### config.mk
export PLATFORM = sky130hd
export DESIGN_NAME = bilinear_scale_ctrl
export DESIGN_NICKNAME = d
export VERILOG_FILES = /design/src/rtl/bilinear_scale_pkg.sv /design/src/rtl/bilinear_scale_ctrl_axis.sv /design/src/rtl/bilinear_scale_ctrl.sv
export SDC_FILE = /design/constraint.sdc
export NUM_CORES = 1
export LEC_CHECK = 0
export CORE_AREA = 4 4 261 263
export DETAILED_ROUTE_END_ITERATION = 8
export DIE_AREA = 0 0 265 267
export PLACE_DENSITY = 0.43
export SLEW_MARGIN = 15
export SYNTH_ARGS = -nofsm -noshare
export SYNTH_HDL_FRONTEND = slang
export SYNTH_SLANG_ARGS = --single-unit
### constraint.sdc
create_clock -name clk -period 13.7 [get_ports clk]
set_clock_uncertainty 0.15 [all_clocks]
set_input_delay 2.74 -clock clk [delete_from_list [all_inputs] [get_ports clk]]
set_output_delay 2.74 -clock clk [all_outputs]
set_load 0.05 [all_outputs]
### src/rtl/bilinear_scale_pkg.sv
// Shared types and widths for the bilinear scaler frame sequencer.
// Imported by the axis stepper and the top-level controller.
package bilinear_scale_pkg;

  localparam int CW       = 12;
  localparam int SCALE_FW = 8;
  localparam int ACC_W    = CW + SCALE_FW;

  typedef enum logic [2:0] {
    ST_IDLE,
    ST_LOAD,
    ST_RUN,
    ST_DRAIN,
    ST_DONE
  } state_t;

endpackage

### src/rtl/bilinear_scale_ctrl_axis.sv
// One scaling axis: fixed-point accumulator with clear/step/saturate,
// split into clamped neighbour indices and a fractional weight.
module bilinear_axis_step #(
  parameter int CW = bilinear_scale_pkg::CW,
  parameter int FW = bilinear_scale_pkg::SCALE_FW
) (
  input  logic             clk,
  input  logic             rst_n,
  input  logic             clr,
  input  logic             step,
  input  logic [CW-1:0]    size,
  input  logic [CW+FW-1:0] inc,
  output logic [CW-1:0]    p0,
  output logic [CW-1:0]    p1,
  output logic [FW-1:0]    offset
);
  import bilinear_scale_pkg::*;

  localparam int AW = CW + FW;

  logic [AW-1:0] acc;
  logic [AW-1:0] acc_n;
  logic [AW:0]   sum;
  logic [CW-1:0] ip;
  logic [CW-1:0] lim;
  logic [CW-1:0] p0_n;
  logic [CW-1:0] p1_n;
  logic [FW-1:0] off_n;

  // Next accumulator value and its clamped neighbour split.
  always_comb begin
    sum   = {1'b0, acc} + {1'b0, inc};
    acc_n = acc;
    if (clr) begin
      acc_n = '0;
    end else if (step) begin
      acc_n = sum[AW] ? '1 : sum[AW-1:0];
    end
    ip  = acc_n[AW-1:FW];
    lim = size - CW'(1);
    if (ip >= lim) begin
      p0_n  = lim;
      p1_n  = lim;
      off_n = '0;
    end else begin
      p0_n  = ip;
      p1_n  = ip + CW'(1);
      off_n = acc_n[FW-1:0];
    end
  end

  // Accumulator and registered coordinate outputs move together.
  always_ff @(posedge clk or negedge rst_n) begin
    if (!rst_n) begin
      acc    <= '0;
      p0     <= '0;
      p1     <= '0;
      offset <= '0;
    end else if (clr || step) begin
      acc    <= acc_n;
      p0     <= p0_n;
      p1     <= p1_n;
      offset <= off_n;
    end
  end

endmodule

### src/rtl/bilinear_scale_ctrl.sv
// Frame sequencer: walks the destination raster, emits source
// neighbour coordinates under a credit limit, tracks pixels in flight.
module bilinear_scale_ctrl #(
  parameter int SCALE_FW = bilinear_scale_pkg::SCALE_FW,
  parameter int CW       = bilinear_scale_pkg::CW,
  parameter int CREDITS  = 16
) (
  input  logic                   clk,
  input  logic                   rst_n,
  input  logic                   i_start,
  input  logic [CW-1:0]          i_src_width,
  input  logic [CW-1:0]          i_src_height,
  input  logic [CW-1:0]          i_dst_width,
  input  logic [CW-1:0]          i_dst_height,
  input  logic [CW+SCALE_FW-1:0] i_step_x,
  input  logic [CW+SCALE_FW-1:0] i_step_y,
  output logic                   o_coord_valid,
  input  logic                   i_coord_ready,
  output logic [CW-1:0]          o_src_x0,
  output logic [CW-1:0]          o_src_x1,
  output logic [CW-1:0]          o_src_y0,
  output logic [CW-1:0]          o_src_y1,
  output logic [SCALE_FW-1:0]    o_offset_x,
  output logic [SCALE_FW-1:0]    o_offset_y,
  output logic                   o_coord_eol,
  output logic                   o_coord_last,
  input  logic                   i_pix_valid,
  input  logic                   i_credit_ret,
  output logic                   o_busy,
  output logic                   o_done
);
  import bilinear_scale_pkg::*;

  localparam int AW  = CW + SCALE_FW;
  localparam int CRW = $clog2(CREDITS + 1);
  localparam int OW  = 2 * CW + 1;

  state_t state;

  logic [CW-1:0] src_w;
  logic [CW-1:0] src_h;
  logic [CW-1:0] dst_w;
  logic [CW-1:0] dst_h;
  logic [AW-1:0] step_x;
  logic [AW-1:0] step_y;

  logic [CRW-1:0] credit;
  logic [CRW-1:0] credit_nxt;
  logic [OW-1:0]  outstanding;
  logic [OW-1:0]  out_nxt;

  logic [CW-1:0] col;
  logic [CW-1:0] row;
  logic [CW-1:0] col_n;
  logic [CW-1:0] row_n;
  logic          eol_n;
  logic          last_n;

  logic hs;
  logic load;
  logic clr_x;
  logic stp_x;
  logic stp_y;

  assign hs    = o_coord_valid & i_coord_ready;
  assign load  = (state == ST_LOAD);
  assign clr_x = load | (hs & o_coord_eol);
  assign stp_x = hs & ~o_coord_eol;
  assign stp_y = hs & o_coord_eol;

  bilinear_axis_step #(.CW(CW), .FW(SCALE_FW)) u_x (
    .clk    (clk),
    .rst_n  (rst_n),
    .clr    (clr_x),
    .step   (stp_x),
    .size   (src_w),
    .inc    (step_x),
    .p0     (o_src_x0),
    .p1     (o_src_x1),
    .offset (o_offset_x)
  );

  bilinear_axis_step #(.CW(CW), .FW(SCALE_FW)) u_y (
    .clk    (clk),
    .rst_n  (rst_n),
    .clr    (load),
    .step   (stp_y),
    .size   (src_h),
    .inc    (step_y),
    .p0     (o_src_y0),
    .p1     (o_src_y1),
    .offset (o_offset_y)
  );

  // Next credit and in-flight counts; a spare credit return is dropped.
  always_comb begin
    credit_nxt = credit;
    if (hs && !i_credit_ret) begin
      credit_nxt = credit - CRW'(1);
    end else if (!hs && i_credit_ret && credit != CRW'(CREDITS)) begin
      credit_nxt = credit + CRW'(1);
    end
    out_nxt = outstanding;
    if (hs && !i_pix_valid) begin
      out_nxt = outstanding + OW'(1);
    end else if (!hs && i_pix_valid && outstanding != '0) begin
      out_nxt = outstanding - OW'(1);
    end
  end

  // Raster position of the beat to be presented next.
  always_comb begin
    col_n = col;
    row_n = row;
    if (load) begin
      col_n = '0;
      row_n = '0;
    end else if (hs) begin
      if (o_coord_eol) begin
        col_n = '0;
        row_n = row + CW'(1);
      end else begin
        col_n = col + CW'(1);
      end
    end
    eol_n  = (col_n == dst_w - CW'(1));
    last_n = eol_n && (row_n == dst_h - CW'(1));
  end

  // Credit and in-flight counters persist across frames.
  always_ff @(posedge clk or negedge rst_n) begin
    if (!rst_n) begin
      credit      <= CRW'(CREDITS);
      outstanding <= '0;
    end else begin
      credit      <= credit_nxt;
      outstanding <= out_nxt;
    end
  end

  // Column/row counters and the registered eol/last flags.
  always_ff @(posedge clk or negedge rst_n) begin
    if (!rst_n) begin
      col          <= '0;
      row          <= '0;
      o_coord_eol  <= 1'b0;
      o_coord_last <= 1'b0;
    end else if (load || hs) begin
      col          <= col_n;
      row          <= row_n;
      o_coord_eol  <= eol_n;
      o_coord_last <= last_n;
    end
  end

  // Frame FSM with registered valid/busy/done and config latch.
  always_ff @(posedge clk or negedge rst_n) begin
    if (!rst_n) begin
      state         <= ST_IDLE;
      o_coord_valid <= 1'b0;
      o_busy        <= 1'b0;
      o_done        <= 1'b0;
      src_w         <= '0;
      src_h         <= '0;
      dst_w         <= '0;
      dst_h         <= '0;
      step_x        <= '0;
      step_y        <= '0;
    end else begin
      o_done <= 1'b0;
      unique case (state)
        ST_IDLE: begin
          if (i_start) begin
            src_w  <= i_src_width;
            src_h  <= i_src_height;
            dst_w  <= i_dst_width;
            dst_h  <= i_dst_height;
            step_x <= i_step_x;
            step_y <= i_step_y;
            o_busy <= 1'b1;
            state  <= ST_LOAD;
          end
        end
        ST_LOAD: begin
          if (dst_w == '0 || dst_h == '0) begin
            o_busy <= 1'b0;
            o_done <= 1'b1;
            state  <= ST_DONE;
          end else begin
            o_coord_valid <= (credit_nxt != '0);
            state         <= ST_RUN;
          end
        end
        ST_RUN: begin
          if (hs && o_coord_last) begin
            o_coord_valid <= 1'b0;
            state         <= ST_DRAIN;
          end else if (!o_coord_valid || hs) begin
            o_coord_valid <= (credit_nxt != '0);
          end
        end
        ST_DRAIN: begin
          if (out_nxt == '0) begin
            o_busy <= 1'b0;
            o_done <= 1'b1;
            state  <= ST_DONE;
          end
        end
        ST_DONE: begin
          state <= ST_IDLE;
        end
        default: begin
          state <= ST_IDLE;
        end
      endcase
    end
  end

endmodule

==> metrics.txt <==
Final setup viols=0; WHS=0.329 ns; #FFs+latches synth=254; TritonCTS clock tree=done; Total Wirelength=49.9 mm; unrepaired setup endpoints after global routing=no; TritonRoute pass-1 iters=5; clk sink count=254; Syn Area/Cell=9.24 sq um; hold_sp=u_x.acc[0]; Seq pwr share=28.2%; LEAKAGE=8.16 nW; Mapped Area=15600 sq um; dominant cells by area after synthesis=dfrtp_1 (41%), ha_1 (6.2%), mux2_2 (5.7%); worst-path cell chain=clkdlybuf4s50_1 -> and2_1 -> nand2_1 -> buf_4 -> a21oi_1 -> a21oi_1 -> and2_1 -> ha_1 -> a21oi_1 -> o21ai_0 -> a2111oi_0 -> o31a_1 -> o31a_1 -> o21ai_0 -> nor2_1 -> a21oi_1 -> o22ai_1; Via Count=13100; port bufs=162; leading area contributor after synthesis=dfrtp_1; number of global-route vias before repair=13500; Yosys cell types=82; f_max=0.139 GHz; Site Rows=94; R2R Path End=u_y.p0[9]; ys flop type=dfrtp_1; share of the synthesized area in the top cell type=40.5%; # resized after CTS=0; sw frac=44.4%; post-DP HPWL=36.9 mm; cts bufs inserted=36; syn nets=1864; aggregate global-route resource usage=13.9%; initial antenna violation count=4; Clock power frac=21.7%; hold crit path type=flip-flop to flip-flop; Worst Hold End=u_x.acc[0]; Max Cap Viol=0; area of the core=65600 sq um; I/O pin total=163; layout cell share with drive strength beyond 1=10.1%; Final Hold Vio Count=0; R2R Path Start=step_y[4]; Psw=1.97 mW; Critical Path AT=7.47 ns; worst r2r path cells=19; min cycle time layout=7.17 ns; Place WS=6.04 ns; crit-path max cell delay=0.67 ns; worst slew pin tran=1.01 ns; register area share after synthesis=40.7%; Bufs and invs on worst path=2; Hold Path Stages=2; WL/cell=18.3 microns; TNS Setup=0 ns; critical path capture point type=flip-flop; Chip Width=265 microns; setup slack, reg-to-reg=7.90 ns; Slowest-stage cell, CP=clkdlybuf4s50_1; clk_lat worst skew=0.54 ns; global-route wire length before repair=78.6 mm; PD cells=228 nW/um^2; Layout area overhead=24.1%; crit share post-route=52.4%; # hold bufs at CTS=0; number of synthesized flops with an enable pin=0; CP startpoint kind=primary input; worst-path maximum fanout=47; deepest clock path buffer count=3; ant diodes=0; share of synthesized registers carrying an async set or reset=100%; IR drop worst, VDD=0.000114 V; Clk pin slew, worst setup/hold paths=0.05 ns; post-CTS setup buffer count=0; final net count=2004; pin count of the biggest net entering global routing=162; Starting DRT DRC Count=688; RD Place Congestion=0.839; die area=70800 sq um; fin. max-slew vios=0; cell family with the largest share of critical-path delay=compound AO/OA/AOI/OAI gates; Layout Cells excl Fill=2723; ANT nets after route=0; Internal=2.46 mW; placed cells=2657; CP dominant cell by count=a21oi_1; CTS Root Cell=clkbuf_16; Crit Path Class=primary input to flip-flop; Initial Utilization=23.8%; Cells after Synth=1691; Congestion Overflow GR=0; Vias/cell=4.83; Synth warnings=0; status=finished, final reports clean; DRC violation count after routing=0; Final WS setup=6.53 ns; H-Tree Depth=2; WP data required=14.00 ns; logic gate share of total power=50.2%; DIE HEIGHT=267 microns; slew margin rel.=30.9%; Final Util=29.5%
## synth_stat cells, drive strengths merged, types with 7 or more instances
cell type  count
o22ai         13
nand2        151
nor3          61
or3           21
nand3         54
and2          16
a21oi        115
nor2b          7
dfrtp        253
or2           10
nor2         164
a221o          7
o31ai         12
and3          20
o21ai        106
xnor2         84
clkbuf        58
nor4          17
a22oi         13
nand4         19
ha            77
o221a          7
o31a          10
buf           16
nor3b          7
mux2          79
inv           58
nand2b        11
xor2          55
a21o          17
a211oi        19
o211ai        10
a31oi         11
o21a           7
or4            7
## area by class of cell
type,count,area [sq um]
fillers,6916,46200
clock inverters,11,138
clock buffers,55,1070
well taps,864,1080
repair buffers,176,1740
flip-flops and latches,254,6360
multi-input cells,1305,8770
inverters,58,218
## metal layers
layer / track usage (%) / vias up / part of all wire [%]
met5: 0 / - / 0.096
met4: 3.94 / 8 / 2.3
met3: 2.73 / 69 / 5.0
met2: 23.3 / 275 / 47
met1: 18.4 / 6368 / 45
li1: - / 6423 / -
## cells by family (layout without fill, tap and decap cells)
kind of cell             count (synthesis)  after routing  share of synthesized area (%)
XOR/XNOR                               139            139                           7.79
AO/OA/AOI/OAI                          412            412                           17.1
AND/OR/NAND/NOR                        590            590                           18.5
adder cells (fa/ha/maj)                 79             79                           6.42
multiplexers                            85             85                           6.18
flip-flops                             254            254                           40.7
buffers and inverters                  132            300                           3.32
## state kept, by name, indices dropped and copies added (netlist names), 3 cells and up
signal and flops:
step_x 20, u_x.offset 8, step_y 20, u_x.p1 12
src_h 12, u_y.p1 12, u_y.p0 12, col 12
state 3, dst_h 12, u_x.p0 12, u_x.acc 20
u_y.offset 8, u_y.acc 20, dst_w 12, credit 5
outstanding 25, row 12, src_w 12
## tightest hold or removal path, delay by kind of cell, from the launching register on
kind,cells,cell delay [ns]
flip-flops,1,0.34
AND/OR/NAND/NOR,2,0.11
## placed cells by master, fill, tap and decap left out, types with 37 or more instances in the layout
master and count:
clkbuf_16 37, o21ai_0 103, nand3_1 54, ha_1 77, a21oi_1 115, nand2_1 151
xor2_1 55, inv_1 58, mux2_2 79, nor2_1 163, dfrtp_1 253, clkdlybuf4s50_1 161
xnor2_1 84, nor3_1 60
## power groups by stage
stage	combinational [mW]	clock, mW	sequential [mW]
finish	2.22	0.958	1.25
global route	2.48	1.03	1.28
CTS	2.24	0.997	1.25
detailed placement	2.23	0	1.26
global placement	2.21	0	1.26
floorplan	1.39	0	1.41
## worst max-delay path by stage
stage	from	to	slack, ns	cells after the start
2_1_floorplan	i_coord_ready	u_y.p1[11]	7.39	18
3_3_place_gp	i_coord_ready	u_y.p0[9]	6.13	19
3_5_place_dp	i_coord_ready	u_y.p0[9]	6.04	19
4_1_cts	i_coord_ready	u_y.p0[9]	6.56	19
5_1_grt	i_coord_ready	u_y.p0[9]	6.10	19
6_report	i_coord_ready	u_y.p0[9]	6.53	17
## metrics by stage
stage / area (sq um) / power, mW
floorplan: 15600 / 2.80
global placement: 18200 / 3.47
detailed placement: 18200 / 3.49
CTS: 19400 / 4.49
global route: 19400 / 4.78
finish: 19400 / 4.42
No activity file was read; power rests on OpenSTA's default activity.
